$ cat src/rtl/fifo_seq_ctrl.sv
// fifo_seq_ctrl: fills a bank of DIM delay FIFOs row by row, then drains them with a diagonal skew.
// Optional abort input when FIFO_SEQ_ABORT_EN is defined.
module fifo_seq_ctrl #(
  parameter int DIM  = 8,
  parameter int BITS = 64
) (
  input  logic                clk,
  input  logic                rst_n,
  input  logic                start,
`ifdef FIFO_SEQ_ABORT_EN
  input  logic                abort,
`endif
  input  logic                in_valid,
  input  logic [DIM*BITS-1:0] in_row,
  output logic                in_ready,
  output logic [DIM-1:0]      fifo_en,
  output logic [DIM*BITS-1:0] fifo_d,
  output logic [DIM-1:0]      col_valid,
  output logic                busy,
  output logic                done
);
  localparam int CW = $clog2(2*DIM);
  typedef enum logic [1:0] {IDLE, FILL, DRAIN, DONE} state_t;
  state_t state, state_n;
  logic [CW-1:0] fill, fill_n, c, c_n;
  logic [DIM-1:0] skew;
  always_ff @(posedge clk or negedge rst_n) begin
    if (!rst_n) begin
      state <= IDLE;
      fill  <= '0;
      c     <= '0;
    end else begin
      state <= state_n;
      fill  <= fill_n;
      c     <= c_n;
    end
  end
  // FIFO i is read during drain steps i .. i+DIM-1, giving a diagonal wavefront
  always_comb begin
    skew = '0;
    for (int i = 0; i < DIM; i++)
      skew[i] = (int'(c) >= i) && (int'(c) < i + DIM);
  end
  always_comb begin
    state_n   = state;
    fill_n    = fill;
    c_n       = c;
    in_ready  = 1'b0;
    fifo_en   = '0;
    fifo_d    = '0;
    col_valid = '0;
    busy      = 1'b0;
    done      = 1'b0;
    case (state)
      IDLE: begin
        fill_n = '0;
        if (start) state_n = FILL;
      end
      FILL: begin
        busy     = 1'b1;
        in_ready = 1'b1;
        if (in_valid) begin
          fifo_en = '1;
          fifo_d  = in_row;
          fill_n  = fill + CW'(1);
          if (fill == CW'(DIM - 1)) begin
            state_n = DRAIN;
            fill_n  = '0;
            c_n     = '0;
          end
        end
      end
      DRAIN: begin
        busy      = 1'b1;
        fifo_en   = skew;
        col_valid = skew;
        c_n       = c + CW'(1);
        if (c == CW'(2*DIM - 2)) begin
          state_n = DONE;
          c_n     = '0;
        end
      end
      default: begin
        done    = 1'b1;
        state_n = IDLE;
      end
    endcase
`ifdef FIFO_SEQ_ABORT_EN
    if (abort && busy) begin
      state_n   = IDLE;
      fill_n    = '0;
      c_n       = '0;
      fifo_en   = '0;
      fifo_d    = '0;
      col_valid = '0;
    end
`endif
  end
endmodule

$ cat config.mk
export PLATFORM = sky130hd
export DESIGN_NAME = fifo_seq_ctrl
export DESIGN_NICKNAME = d
export VERILOG_FILES = /design/src/rtl/fifo_seq_ctrl.sv
export SDC_FILE = /design/constraint.sdc
export NUM_CORES = 1
export LEC_CHECK = 0
export CORE_AREA = 2 2 407 409
export CTS_CLUSTER_DIAMETER = 80
export DETAILED_ROUTE_END_ITERATION = 10
export DIE_AREA = 0 0 409 411
export SLEW_MARGIN = 20
export SYNTH_ARGS = -nofsm -noshare
export SYNTH_HDL_FRONTEND = slang
export SYNTH_SLANG_ARGS = --single-unit
$ cat constraint.sdc
create_clock -name clk -period 2.6 [get_ports clk]
set_input_delay 0.26 -clock clk [delete_from_list [all_inputs] [get_ports clk]]
set_output_delay 0.26 -clock clk [all_outputs]
set_load 0.05 [all_outputs]
# Yosys cells after proc, flatten, opt, wreduce, memory -nomap -nowiden
# Index checks and enable logic that the tools add are counted.
# totals
reg_bits	10
output_inout_bits	531
word_cells	63
in_bits	516
# op_classes
n_reduce_logical	15
eq_ne	8
n_addsub	2
n_lt_le_gt_ge	15
muxes	20
# op_table
op	count
$mux W512	2
$lt A4 B4 Y1 const B	8
$mux W4	5
$ge A4 B3 Y1 const B	4
$mux W8	2
$pmux W4 S2	2
$pmux W8 S2	1
$add A4 B1 Y4 const B	2
$ge A4 B2 Y1 const B	2
$mux W2	4
$ne A2 B2 Y1 const B	4
$logic_and A1 B1 Y1	7
$pmux W2 S3	1
$eq A4 B3 Y1 const B	1
$eq A4 B4 Y1 const B	1
$ge A4 B1 Y1 const B	1
$reduce_and A4 Y1	1
$reduce_bool A2 Y1	2
$mux W1	3
$reduce_and A3 Y1	1
$reduce_or A3 Y1	1
$eq A2 B1 Y1 const B	1
$eq A2 B2 Y1 const B	1
$logic_not A2 Y1	1
other kinds (2)	2

# Logic depth before layout (Yosys ltp)
# depth
ltp_word	4
depth_mapped	7
ltp_nobuf	5

# Worst setup path after synthesis
# No wires, ideal clock.
# synth_path
path_type	register to output
startpoint	register c[2]
endpoint	output fifo_en[1]
t_required_ns	2.340
arrival_time_ns	2.694
path_stages_with_launch	5
path_buffers	0
path_slack_ns	-0.354
path_cell_list	dfrtp_1 ha_1 nand2b_1 a311oi_1 o21a_1
# synth_via
elab_chain_len	3
word_cells_on_any_way	4
classes_between	order compare (2); mux (1); reduce/logical (1)
# synth_rtl
item	line	source
start, declared	25	logic [CW-1:0] fill, fill_n, c, c_n;
start signal, assigned	35	c <= c_n;
$ge A4 B1 Y1 or $lt A4 B4 Y1 (tied branches)	42	skew[i] = (int'(c) >= i) && (int'(c) < i + DIM);
$logic_and A1 B1 Y1 (*)	42	
$pmux W8 S2 (*)	54	case (state)
end, declared	16	output logic [DIM-1:0] fifo_en,
# Every way passes the cells marked *; elsewhere a longest branch is shown, timed or not.

# Final worst setup path
# layout_path
startpoint	register state[0]
endpoint	output fifo_en[1]
# layout_via
elab_chain_len	2
word_cells_on_any_way	3
classes_between	eq/ne (2); mux (1)
# layout_rtl
item	line	source
start, declared	24	state_t state, state_n;
start signal, assigned	33	state <= state_n;
$eq A2 B2 Y1 or $eq A2 B1 Y1 (tied branches)	54	
$pmux W8 S2 (*)	54	
# Marks and branches as above.

==> results.yml <==
timing:
  rsz0062_at_grt: "false"
  maxSlewViolCount: 0
  skew_ps: 2.772
  period_share_pct: 95.27
  layout_min_cycle_time_ps: 2477
  hold_violations: 0
  setup_violations: 0
  maxSlewHeadroom_pct: 57.31
  fin_tns_setup_ps: 0
  worst_pin_slew_ps: 638.3
  timing.fmax_ghz: 0.4037
synth:
  ys_async_sr_fraction_pct: 100.0
  netlist_instances: 742
  synth-seq-cells: 10
  yosysWarnings: 0
  synth_fp_nets: 1272
  synth_top_cell_by_area: "and3_1"
  yosysMostFrequentCell: "and3_1"
  syn_avg_cell_area_um2: 6.246
  synthTopCellsByArea: "and3_1 69%, clkbuf_1 8.5%, dfrtp_1 5.4%"
  synth_cell_types: 36
  synth_top_cell_area_share_pct: 69.25
  synthFlopType: "dfrtp_1"
  synth_edf_count: 0
  yosysSeqAreaShare_pct: 5.400
  synthTopCellsByCount: "513 x and3_1, 105 x clkbuf_1, 14 x ha_1"
  netlist_area_mm2: 0.004634
place:
  dp_hpwl_um: 148000
  numPortBuffers: 1046
  place_congestion: 1.097
  placed_cells: 3898
floorplanning:
  start_util_pct: 2.828
  die_height_um: 411
  die-width_um: 409
  ios: 1047
  coreArea_mm2: 0.1639
  die_area_mm2: 0.1681
  rows: 149
global_routing:
  grt_overflow: 0
  grt_util_all_layers_pct: 17.89
  grt_antenna_before_repair: 271
  top_usage_layer: "met2"
  grt_max_degree: 121
  grt_pass1_vias: 10950
  grt_use_met2_pct: 30.44
  use_met1_pct: 19.24
  use_met3_pct: 11.41
  grt_pass1_wl_um: 183400
power:
  p_sw_w: 0.008834
  switching_share_pct: 58.31
  pwr-share-seq_pct: 1.9
  internal_power_w: 0.006317
  peakVddDrop_uv: 434.6
  combinationalPowerShare_pct: 96.0
  power_frac_clock_pct: 2.0
  power.leakage_nw: 10.07
  p_per_area_mw_per_mm2: 658.5
worst_setup_path:
  cpPeakStageDelay_ps: 420
  timing.rr.start: "state[1]"
  path_max_fanout: 14
  cp_slowest_cell: "dfrtp_1"
  cp_cell_sequence: "inv_1 -> ha_2 -> nand2b_1 -> a311oi_2 -> o21a_1 -> buf_12"
  r2r_end: "c[2]"
  regToRegSetupSlack_ps: 810
  start_kind: "register"
  cp.required_ps: 2340
  rr_worst_depth: 6
  arrival_ps: 2220
  path_class: "register to output pin"
  cp-end-kind: "output pin"
detailed_routing:
  drc: 0
  vias: 11530
  wl_um: 157200
  drt_iter0_drc: 1054
  post_drt_wl_per_cell_um: 39.97
  drtPass1Iterations: 5
  viasPerCell: 2.930
  ant_nets: 0
final_layout:
  utilization_pct: 14.04
  drive_gt1_share_pct: 33.92
  areaGrowthSynthToFinish_pct: 396.4
  nets: 2244
  stdcell_count: 3934
run:
  maxCapViolCount: 0
clocking:
  cts.sinks: 10
  clkTransAtPathRegs_ps: 40
  cts_buffers: 3
  cts_max_path_buffers: 2
  cts_hold_buf: 0
  worst_skew_pair.late_latency_ps: 240
  root_buffer: "clkbuf_16"
  tritoncts: "yes"
  post_cts_buffers: 0
  h-tree-depth: 1
min_path:
  hp-class: "primary input to asynchronous set/reset pin"
run_status:
  status: "complete, no violations"
==> area by class of cell <==
class	instances	area, um^2
clock buffers	4	88.84
diodes	32	80.08
fillers	18360	140900
multi-input cells	602	3919
flip-flops and latches	10	250.2
well taps	2189	2739
repair buffers	1085	15890
inverters	12	45.04
==> cells in the final DEF (no fill, tap or decap), types with 2 or more instances in the layout <==
master	n
dfrtp_1	10
nand2_1	9
clkdlybuf4s50_1	515
ha_1	12
nand2b_1	4
buf_12	515
a221oi_2	2
diode_2	32
o21ai_0	4
nand3_1	5
clkbuf_16	3
inv_1	12
and3_1	513
mux2i_1	5
a211oi_1	3
nor2_1	4
nor2b_1	6
o21a_1	6
nand3b_1	2
buf_4	54
and2_1	3
o211ai_1	3
a21oi_1	4
==> routing by layer <==
metal / routed length, um / up-vias / share of wire (%)
met1: 55520 / 5196 / 35
li1: - / 4686 / -
met3: 24330 / 480 / 15
met4: 4147 / 14 / 2.6
met2: 73160 / 1149 / 47
met5: 85 / - / 0.054
==> registers in the layout, summed over array words and instances, names as in the netlist <==
name	flops
fill	4
c	4
state	2
==> logic make-up after synthesis <==
logic type,count (synthesis),synth area share (%)
and+or+nand+nor,552,74.19
buffers and inverters,130,10.77
AOI/OAI and AO/OA,30,4.590
adders and majority gates,14,3.780
DFF,10,5.400
muxes,5,1.080
xor gates and xnor gates,1,0.1890
==> power groups by stage <==
stage | clock [W] | sequential, W | combinational [W]
final | 0.000310 | 0.000295 | 0.0145
after global routing | 0.000326 | 0.000305 | 0.0152
after CTS | 0.000316 | 0.000292 | 0.0147
after detailed placement | 0 | 0.000294 | 0.0146
after global placement | 0 | 0.000295 | 0.0146
after floorplan | 0 | 0.000267 | 0.00630
==> how the worst max path moves through the flow <==
stage,startpoint,endpoint,slack [ps],cells past startpoint
after global routing,state[0],fifo_en[1],10,6
final,state[0],fifo_en[1],120,6
after global placement,state[0],fifo_en[1],160,6
after detailed placement,state[0],fifo_en[1],250,6
after floorplan,c[2],fifo_en[2],-320,4
after CTS,state[1],fifo_d[3],120,6
==> worst max-delay path: cells and delay by family, from the launching register on <==
family	cells	cell delay [ps]
fa+ha+maj	1	370
buf+inv	2	320
flops	1	420
compound gates	2	710
simple gates	1	150
==> metrics by stage <==
step	instance area, um^2	setup slack [ps]	power [W]	hold WS [ps]
after CTS	22930	116.7	0.01529	393.7
after detailed placement	22840	246.5	0.01491	538.5
final	23010	122.9	0.01515	376.7
after floorplan	4653	-318.9	0.006571	-35.59
after global routing	22950	13.87	0.01579	413.9
after global placement	22840	163.3	0.01494	532.1
==> timing repair <==
item,CTS,global route
endpoints found under the hold margin,0,0
endpoints found under the setup margin,1,0
gates resized for setup,1,0
Note: power is estimated with default switching activity, not from simulation.
